`config.mk`:
```
export PLATFORM = sky130hd
export DESIGN_NAME = memory_page_burst_ctrl
export DESIGN_NICKNAME = d
export VERILOG_FILES = /design/src/rtl/memory_page_pkg.sv /design/src/rtl/memory_page_addr_gen.sv /design/src/rtl/memory_page_burst_ctrl.sv
export SDC_FILE = /design/constraint.sdc
export NUM_CORES = 1
export LEC_CHECK = 0
export BUFFER_PORTS_ARGS = -buffer_cell sky130_fd_sc_hd__buf_2
export CAP_MARGIN = 20
export CELL_PAD_IN_SITES_DETAIL_PLACEMENT = 1
export CELL_PAD_IN_SITES_GLOBAL_PLACEMENT = 2
export CORE_MARGIN = 4
export CORE_UTILIZATION = 27
export CTS_BUF_LIST = sky130_fd_sc_hd__clkbuf_2
export DETAILED_ROUTE_END_ITERATION = 7
export HOLD_SLACK_MARGIN = 0.05
export PLACE_DENSITY = 0.79
export SYNTH_ARGS = -nofsm -noshare
export SYNTH_HDL_FRONTEND = slang
export SYNTH_SLANG_ARGS = --single-unit
```
`constraint.sdc`:
```
create_clock -name clk_i -period 1.7 [get_ports clk_i]
set_input_delay 0 -clock clk_i [delete_from_list [all_inputs] [get_ports clk_i]]
set_output_delay 0 -clock clk_i [all_outputs]
set_load 0.05 [all_outputs]
```
`src/rtl/memory_page_pkg.sv`:
```
// Shared types, default widths and address helper for the memory_page burst controller.
package memory_page_pkg;

  localparam int MP_ELEM_WIDTH = 8;
  localparam int MP_ADDR_WIDTH = 13;
  localparam int MP_LEN_WIDTH  = 4;

  typedef enum logic [1:0] {
    MP_IDLE  = 2'd0,
    MP_WRITE = 2'd1,
    MP_READ  = 2'd2,
    MP_DRAIN = 2'd3
  } mp_state_e;

  // Incrementing page address; rolls over from all-ones to zero with no flag.
  function automatic logic [MP_ADDR_WIDTH-1:0] mp_next_addr(
    input logic [MP_ADDR_WIDTH-1:0] addr
  );
    return addr + MP_ADDR_WIDTH'(1);
  endfunction

endpackage

```
`src/rtl/memory_page_addr_gen.sv`:
```
// Burst address generator: loads start address and beat count, then steps
// the address forward and counts beats down, flagging the final beat.
module memory_page_addr_gen
  import memory_page_pkg::*;
#(
  parameter int ADDR_WIDTH = MP_ADDR_WIDTH,
  parameter int LEN_WIDTH  = MP_LEN_WIDTH
) (
  input  logic                  clk_i,
  input  logic                  rst_i,
  input  logic                  load_i,
  input  logic                  step_i,
  input  logic [ADDR_WIDTH-1:0] addr_i,
  input  logic [LEN_WIDTH-1:0]  len_i,
  output logic [ADDR_WIDTH-1:0] addr_o,
  output logic                  last_o
);

  logic [ADDR_WIDTH-1:0] addr_q, addr_d, addr_inc;
  logic [LEN_WIDTH-1:0]  beats_q, beats_d;

  // Wrap increment; the shared helper is only usable at the default width.
  if (ADDR_WIDTH == MP_ADDR_WIDTH) begin : g_pkg_inc
    assign addr_inc = mp_next_addr(addr_q);
  end else begin : g_local_inc
    assign addr_inc = addr_q + ADDR_WIDTH'(1);
  end

  // Next address / remaining-beat selection: load wins over step.
  always_comb begin
    // NOTE: every variable gets a default first so no latch is inferred.
    addr_d  = addr_q;
    beats_d = beats_q;
    if (load_i) begin
      addr_d  = addr_i;
      beats_d = len_i;
    end else if (step_i) begin
      addr_d  = addr_inc;
      beats_d = beats_q - LEN_WIDTH'(1);
    end
  end

  // Counter registers with synchronous clear.
  always_ff @(posedge clk_i) begin
    // NOTE: non-blocking assignments so every flop samples pre-edge values.
    if (rst_i) begin
      addr_q  <= '0;
      beats_q <= '0;
    end else begin
      addr_q  <= addr_d;
      beats_q <= beats_d;
    end
  end

  assign addr_o = addr_q;
  assign last_o = (beats_q == '0);

endmodule

```
`src/rtl/memory_page_burst_ctrl.sv`:
```
// Burst controller in front of memory_page: accepts write/read burst
// commands, drives per-beat page accesses and returns read data with a
// last-beat marker aligned to the page's one-cycle read latency.
module memory_page_burst_ctrl
  import memory_page_pkg::*;
#(
  parameter int ELEM_WIDTH = MP_ELEM_WIDTH,
  parameter int ADDR_WIDTH = MP_ADDR_WIDTH,
  parameter int LEN_WIDTH  = MP_LEN_WIDTH
) (
  input  logic                  clk_i,
  input  logic                  rst_i,
  input  logic                  cmd_valid_i,
  output logic                  cmd_ready_o,
  input  logic                  cmd_write_i,
  input  logic [ADDR_WIDTH-1:0] cmd_addr_i,
  input  logic [LEN_WIDTH-1:0]  cmd_len_i,
  input  logic                  wdata_valid_i,
  output logic                  wdata_ready_o,
  input  logic [ELEM_WIDTH-1:0] wdata_i,
  output logic                  rdata_valid_o,
  output logic [ELEM_WIDTH-1:0] rdata_o,
  output logic                  rdata_last_o,
  output logic                  busy_o,
  output logic [ELEM_WIDTH-1:0] mp_in_o,
  output logic [ADDR_WIDTH-1:0] mp_addr_o,
  output logic                  mp_en_o,
  input  logic [ELEM_WIDTH-1:0] mp_out_i
);

  mp_state_e             state_q, state_d;
  logic [ADDR_WIDTH-1:0] cur_addr;
  logic [ADDR_WIDTH-1:0] mp_addr_q;
  logic [ELEM_WIDTH-1:0] mp_in_q;
  logic                  last_beat;
  logic                  cmd_fire, wr_fire, rd_issue, step;
  logic                  issue_q, issue_d;
  logic                  rlast_q, rlast_d;

  // Handshakes are suppressed during reset so an in-flight burst cannot
  // fire a page write or issue while it is being aborted.
  assign cmd_ready_o   = (state_q == MP_IDLE)  && !rst_i;
  assign wdata_ready_o = (state_q == MP_WRITE) && !rst_i;
  assign cmd_fire      = cmd_valid_i && cmd_ready_o;
  assign wr_fire       = wdata_valid_i && wdata_ready_o;
  assign rd_issue      = (state_q == MP_READ) && !rst_i;
  assign step          = wr_fire || rd_issue;
  assign busy_o        = (state_q != MP_IDLE);

  memory_page_addr_gen #(
    .ADDR_WIDTH (ADDR_WIDTH),
    .LEN_WIDTH  (LEN_WIDTH)
  ) u_addr_gen (
    .clk_i  (clk_i),
    .rst_i  (rst_i),
    .load_i (cmd_fire),
    .step_i (step),
    .addr_i (cmd_addr_i),
    .len_i  (cmd_len_i),
    .addr_o (cur_addr),
    .last_o (last_beat)
  );

  // Burst sequencing: a write leaves on its last accepted beat, a read
  // leaves for DRAIN on its last issue so the final data beat can return.
  always_comb begin
    state_d = state_q;
    case (state_q)
      MP_IDLE:  if (cmd_fire) state_d = cmd_write_i ? MP_WRITE : MP_READ;
      MP_WRITE: if (wr_fire && last_beat) state_d = MP_IDLE;
      MP_READ:  if (last_beat) state_d = MP_DRAIN;
      MP_DRAIN: state_d = MP_IDLE;
      default:  state_d = MP_IDLE;
    endcase
  end

  // Page drive: live values on an active beat, otherwise the last ones driven.
  always_comb begin
    mp_en_o   = wr_fire;
    mp_in_o   = wr_fire ? wdata_i : mp_in_q;
    mp_addr_o = step ? cur_addr : mp_addr_q;
    issue_d   = rd_issue;
    rlast_d   = rd_issue && last_beat;
  end

  // State, held page drive and the one-cycle read-return pipeline.
  always_ff @(posedge clk_i) begin
    if (rst_i) begin
      state_q   <= MP_IDLE;
      mp_addr_q <= '0;
      mp_in_q   <= '0;
      issue_q   <= 1'b0;
      rlast_q   <= 1'b0;
    end else begin
      state_q   <= state_d;
      mp_addr_q <= mp_addr_o;
      mp_in_q   <= mp_in_o;
      issue_q   <= issue_d;
      rlast_q   <= rlast_d;
    end
  end

  // Page output is already registered, so read data passes straight through.
  assign rdata_valid_o = issue_q;
  assign rdata_last_o  = rlast_q;
  assign rdata_o       = mp_out_i;

endmodule
```
## After elaboration in Yosys (flattened, before gate mapping)

Cells that the tools add are included.

- Register bits after elaboration: 42
- Input port bits: 38
- Output and inout port bits: 35
- Word-level logic and storage cells: 40

- $add $sub $neg: 2
- Equal/unequal tests: 6
- Muxes and demuxes: 11
- Reductions and logical operators: 14

Operator list:

| cell | count |
|---|---|
| 13-bit two-way mux | 3 |
| 13-bit by 1-bit adder with 13-bit output (second input constant) | 1 |
| 2-bit two-way mux | 4 |
| 4-bit two-way mux | 2 |
| 8-bit two-way mux | 1 |
| 2-bit one-hot mux with 4 select lines | 1 |
| 1-bit logical AND | 7 |
| 2-bit equality test (second input constant) | 2 |
| 4-bit zero test | 1 |
| 2-bit != test (second input constant) | 2 |
| 2-bit nonzero test | 2 |
| 4-bit by 1-bit subtractor with 4-bit output (second input constant) | 1 |
| 3-bit AND reduction | 1 |
| 2-bit by 1-bit equality test with 1-bit output (second input constant) | 1 |
| 2-bit zero test | 1 |
| 2-bit by 1-bit != test with 1-bit output (second input constant) | 1 |
| 1-bit zero test | 1 |
| 1-bit logical OR | 1 |

## Logic depth before layout (Yosys ltp)

- Depth in word-level cells: 6
- Depth in mapped cells: 8
- Depth with buffers taken out: 6

## Hierarchy

Synthesis repeated with hierarchy kept, for this count alone.

- Cells, all modules: 236
- Area total of the unflattened synthesis: 2180.8 um^2

By module, submodules not included:

| module | instances | cells each | area each (um^2) | seq. area each (um^2) |
|---|---|---|---|---|
| memory_page_burst_ctrl | 1 | 129 | 1242.4 | 500.5 |
| memory_page_addr_gen | 1 | 107 | 938.4 | 340.3 |

## Least setup slack after synthesis

No wires, ideal clock.

- Path kind: reg2reg
- Start: reg state_q[1]
- End: reg mp_in_q[1]
- Setup time: 0.128 ns
- Data arrival time: 1.917 ns
- Data required time: 1.572 ns
- Path slack: -0.345 ns
- Cell stages (with the launch flop): 7
- Path buffers: 2
- Clock period less this slack: 2.045 ns
- Cell sequence: dfxtp_1 -> buf_6 -> nand4bb_1 -> inv_2 -> buf_2 -> mux2_2 -> nor2b_1

- Cells in the longest elaborated chain, start to end: 4

RTL lines:

| what | RTL line | RTL |
|---|---|---|
| start: declaration | memory_page_burst_ctrl.sv:31 | `mp_state_e state_q, state_d;` |
| start signal: assignment | memory_page_burst_ctrl.sv:95 | `state_q <= state_d;` |
| 2-bit by 1-bit equality test with 1-bit output | memory_page_burst_ctrl.sv:43 | `assign wdata_ready_o = (state_q == MP_WRITE) && !rst_i;` |
| 1-bit logical AND | memory_page_burst_ctrl.sv:43 |  |
| 1-bit logical AND | memory_page_burst_ctrl.sv:45 | `assign wr_fire = wdata_valid_i && wdata_ready_o;` |
| via mp_en_o | memory_page_burst_ctrl.sv:27 | `output logic mp_en_o,` |
| 8-bit two-way mux | memory_page_burst_ctrl.sv:80 | `mp_in_o = wr_fire ? wdata_i : mp_in_q;` |
| via mp_in_o[1] | memory_page_burst_ctrl.sv:25 | `output logic [ELEM_WIDTH-1:0] mp_in_o,` |
| end signal: assignment | memory_page_burst_ctrl.sv:97 | `mp_in_q <= mp_in_o;` |
| end: declaration | memory_page_burst_ctrl.sv:34 | `logic [ELEM_WIDTH-1:0] mp_in_q;` |

The timed path passes the listed nets, and every way through them passes these cells.
A chain may end at the register's enable or synchronous reset.

## Worst setup path after layout

- Start: reg state_q[1]
- End: out mp_addr_o[8]

- Cells in the longest elaborated chain, start to end: 5
- Elaborated cells between the ends (all ways): 7
- Those cells by class: eq/ne: 2; mux: 1; reduce/logical: 4

RTL lines:

| what | RTL line | RTL |
|---|---|---|
| 2-bit by 1-bit equality test with 1-bit output | memory_page_burst_ctrl.sv:43 |  |
| 1-bit logical AND | memory_page_burst_ctrl.sv:43 |  |
| 1-bit logical AND | memory_page_burst_ctrl.sv:45 |  |
| 1-bit logical OR * | memory_page_burst_ctrl.sv:47 | `assign step = wr_fire \|\| rd_issue;` |
| 13-bit two-way mux * | memory_page_burst_ctrl.sv:81 | `mp_addr_o = step ? cur_addr : mp_addr_q;` |
| end: declaration | memory_page_burst_ctrl.sv:26 | `output logic [ADDR_WIDTH-1:0] mp_addr_o,` |

Mark *: on every way between the ends. The rest lies on a longest branch, timed or not.

==> flow_summary.rst <==
.. list-table::
   :header-rows: 1

   * - Metric
     - Value
   * - Result of the run
     - finished, violations left
   * - Post-synthesis to final-layout area growth
     - 66.0%
   * - Largest voltage drop on the vdd net
     - 0.362 mV
   * - Die height
     - 95.6 microns
   * - Slack of the worst reg-to-reg path
     - 0 ns
   * - CP Max Fanout
     - 8
   * - Min-Delay Endpoint
     - u_addr_gen.addr_o[12]$_SDFFE_PP0P_
   * - Initial standard-cell utilization of the core
     - 28.1%
   * - Total global routing track utilization
     - about 14%
   * - Final cell count without fillers
     - 420
   * - Synthesized net count
     - 257
   * - Critical path startpoint category
     - flop
   * - Final Max Tran Viols
     - 0
   * - Placed insts
     - 365
   * - Number of nets with antenna violations after routing
     - 0
   * - Share of cells above drive strength 1
     - 43.9%
   * - Synthesized area divided by synthesized cell count
     - 9.55 sq um
   * - Inserted Diodes
     - 0
   * - Clk Latency, worst-skew pair
     - 0.38 ns
   * - Number of vias per cell
     - 4.70
   * - # Max-Cap Violations
     - 0
   * - Grt total ovfl
     - 0
   * - Cell depth of the worst hold path
     - 4
   * - Time the final worst path needs with I/O delays and setup
     - 1.92 ns
   * - Worst flop-to-flop path endpoint
     - mp_addr_q[12]$_SDFF_PP0_
   * - Kind of critical path
     - flop to output pin
   * - Final clock period utilization by the worst path
     - 113%
   * - Clock skew
     - 0.0186 ns
   * - First-pass DRT Iterations
     - 2
   * - DP Worst Slack
     - -0.155 ns
   * - Post-synthesis sequential area ratio
     - 40.6%
   * - Register bit count reported by yosys
     - 42
   * - Maximum number of pins on one net before global-route repair
     - 25
   * - Cell Rows
     - 31
   * - DRC errors left
     - 0
   * - Unrepaired setup endpoints after global routing
     - true
   * - Transition time at the pin with the least slew margin
     - between 0.5 and 0.6 ns
   * - Half-perimeter wire length of the detailed placement result
     - 3.94 mm
   * - Post-synth design cell area
     - 2070 sq um
   * - Total power
     - 0.00228 W
   * - Number of warnings printed during yosys synthesis
     - 0
   * - R2r worst-path depth
     - 7
   * - Number of enable-type register cells in the synthesized netlist
     - 0
   * - CTS Sinks
     - between 40 and 50
   * - Clock input transition at the sequential cells of the worst setup and hold paths
     - 0.22 ns
   * - Beginning of the worst hold path
     - cmd_addr_i[12]
   * - Max_slew headroom
     - 65.5%
   * - Minimum setup slack in the final design
     - -0.219 ns
   * - Routed via count
     - 1976
   * - Failing checks
     - negative setup slack
   * - Ratio of total power to cell area
     - 663 nW/um^2
   * - Cell area reported after detailed placement
     - ~2500 sq um
   * - Final net count
     - 360
   * - Cells along the critical path
     - or3b_4 -> clkinv_8 -> nor2_4 -> buf_12 -> mux2_4 -> buf_8
   * - Required time of the critical path
     - about 1.7 ns
   * - TritonCTS clock tree
     - yes
   * - Last weighted congestion value of the routability-driven placer
     - between 0.7 and 0.8
   * - Maximum root-to-sink buffer count
     - 2
   * - HP Class
     - input port to flop
   * - WP data arrival
     - 1.92 ns
   * - Endpoint kind of the worst setup timing path
     - output pin
   * - Lkg Pwr
     - 1.46 nW
   * - Total clock buffers created by CTS
     - 5
   * - Main synth FF type
     - sky130_fd_sc_hd__dfxtp_1
   * - Startpoint of the lowest-slack register-to-register path
     - state_q[1]$_SDFFE_PP0P_
   * - Async set-reset flop share out of synthesis
     - 0%
   * - Largest stage delay on the critical path
     - between 0.4 and 0.5 ns
   * - H-tree levels
     - 2
   * - Final number of hold-violating endpoints
     - 0
   * - # IOs
     - 73
   * - Die Outline Area
     - 9140 sq um
   * - Die width
     - 95.6 microns
   * - Wire length of the first global-routing pass
     - 10.1 mm
   * - Floorplan core area
     - 7370 sq um
   * - Final setup violation count
     - 21
   * - Sum of routed wire length over all layers
     - around 6.2 mm
   * - Worst path slowest cell
     - sky130_fd_sc_hd__or3b_4
   * - Number of buffers added on ports
     - 56
   * - Maximum clock frequency
     - 0.521 GHz
   * - Final Cell Area
     - 3440 sq um
   * - DR iter-0 viols
     - between 70 and 80
   * - Total Negative Setup Slacks
     - -3.75 ns
   * - Mean routed wirelength per cell
     - 14.9 microns
   * - Number of distinct library cells after synthesis
     - between 40 and 50
   * - Antenna violations before repair
     - 0
   * - Root buffer cell
     - sky130_fd_sc_hd__clkbuf_2
   * - Via count of the first global-routing pass
     - about 2.0k
   * - Syn Inst Count
     - between 200 and 250
==> report_power, final <==
group	switching, W	internal (W)
clock	0.000327	0.0000941
sequential	0.0000681	0.00105
combinational	0.000390	0.000353
==> repair_timing <==
action                                  CTS  global route
buffers inserted                          8             6
gates resized for setup                  72            38
hold buffers                             34             0
endpoints found under the setup margin   46            36
endpoints found under the hold margin    34             0
pin swaps                                 4             8
==> synth_stat cells, types with 2 or more instances <==
library cell	n	area (sq um)
sky130_fd_sc_hd__nor2_1	20	75.1
sky130_fd_sc_hd__nand4_1	4	25.0
sky130_fd_sc_hd__clkbuf_1	4	15.0
sky130_fd_sc_hd__inv_1	5	18.8
sky130_fd_sc_hd__o21ai_0	3	15.0
sky130_fd_sc_hd__buf_4	9	67.6
sky130_fd_sc_hd__o211ai_1	2	15.0
sky130_fd_sc_hd__dfxtp_1	42	841
sky130_fd_sc_hd__nor2b_1	21	131
sky130_fd_sc_hd__buf_1	2	7.51
sky130_fd_sc_hd__ha_1	2	25.0
sky130_fd_sc_hd__a211oi_1	11	82.6
sky130_fd_sc_hd__and3_1	2	12.5
sky130_fd_sc_hd__and2_1	3	18.8
sky130_fd_sc_hd__and4_1	3	26.3
sky130_fd_sc_hd__mux2_2	22	248
sky130_fd_sc_hd__nor3b_1	2	15.0
sky130_fd_sc_hd__xor2_1	4	35.0
sky130_fd_sc_hd__xnor2_1	3	26.3
sky130_fd_sc_hd__a2111oi_0	2	17.5
sky130_fd_sc_hd__buf_2	3	15.0
sky130_fd_sc_hd__a21oi_1	8	40.0
sky130_fd_sc_hd__nor4_1	3	18.8
sky130_fd_sc_hd__o2111ai_1	3	26.3
sky130_fd_sc_hd__nor3_1	2	10.0
sky130_fd_sc_hd__nand3_1	4	20.0
sky130_fd_sc_hd__nand2_1	5	18.8
sky130_fd_sc_hd__buf_6	3	33.8
sky130_fd_sc_hd__or3_1	2	12.5
==> layout make-up <==
cell class / instances / area [sq um]
clock inverters: 3 / 16.3
flip-flops and latches: 42 / 845
well taps: 99 / 124
inverters: 7 / 41.3
multi-input cells: 146 / 1290
repair buffers: 118 / 1100
clock buffers: 5 / 25.0
fillers: 817 / 3930
==> cells by family after synthesis <==
group	Yosys count	share of synthesized area, %
xor+xnor	7	2.96
buf+inv	29	8.27
simple gates	79	22.4
flops	42	40.6
mux	22	12.0
compound gates	36	12.6
fa+ha+maj	2	1.21
==> registers in the layout (all words and copies together), names as in the netlist <==
| signal | count |
|---|---|
| rdata_valid_o | 1 |
| mp_in_q | 8 |
| u_addr_gen.beats_q | 4 |
| rdata_last_o | 1 |
| u_addr_gen.addr_o | 13 |
| mp_addr_q | 13 |
| state_q | 2 |
==> worst max-delay path: cells and delay by family, from the launching register on <==
kind	cells	cell delay (ns)
buffers and inverters	3	0.35
flip-flops	1	0.39
multiplexers	1	0.32
AND/OR/NAND/NOR	2	0.46
==> stage by stage <==
step | util (%) | hold slack [ns]
floorplan | - | 0.111
CTS | 44.0 | 0.0677
finish | 46.7 | 0.121
global placement | 34.1 | 0.000370
global route | 46.7 | 0.0884
detailed placement | 34.1 | 0.000370
==> worst max path at each step <==
stage | from | end | slack [ns] | cells past startpoint
2_1_floorplan | state_q[1]$_SDFFE_PP0P_ | mp_addr_q[10]$_SDFF_PP0_ | -0.13 | 8
3_3_place_gp | state_q[1]$_SDFFE_PP0P_ | mp_addr_q[2]$_SDFF_PP0_ | -0.08 | 5
3_5_place_dp | state_q[1]$_SDFFE_PP0P_ | mp_addr_q[12]$_SDFF_PP0_ | -0.16 | 5
4_1_cts | state_q[1]$_SDFFE_PP0P_ | mp_addr_o[5] | -0.24 | 6
5_1_grt | state_q[1]$_SDFFE_PP0P_ | mp_addr_o[8] | -0.31 | 6
6_report | state_q[1]$_SDFFE_PP0P_ | mp_addr_o[8] | -0.22 | 6
==> placed cells by master, fill, tap and decap left out, types with 9 or more instances in the layout <==
cell / Yosys / layout
sky130_fd_sc_hd__dfxtp_1: 42 / 39
sky130_fd_sc_hd__dlygate4sd3_1: 0 / 34
sky130_fd_sc_hd__buf_2: 3 / 33
sky130_fd_sc_hd__mux2_4: 0 / 22
sky130_fd_sc_hd__nor2_1: 20 / 19
sky130_fd_sc_hd__nor2b_1: 21 / 18
sky130_fd_sc_hd__buf_4: 9 / 18
sky130_fd_sc_hd__buf_6: 3 / 17
sky130_fd_sc_hd__buf_8: 0 / 11
sky130_fd_sc_hd__a211oi_1: 11 / 9
==> layer usage <==
layer / wire (microns) / global-route usage [%] / vias to the layer above
met5: 0 / 0 / -
met4: 40 / 3.55 / 0
met3: 354 / 4.03 / 5
met2: 3130 / 23.9 / 55
met1: 2720 / 17.7 / 954
li1: - / - / 962
Note: power is estimated with default switching activity, not from simulation.
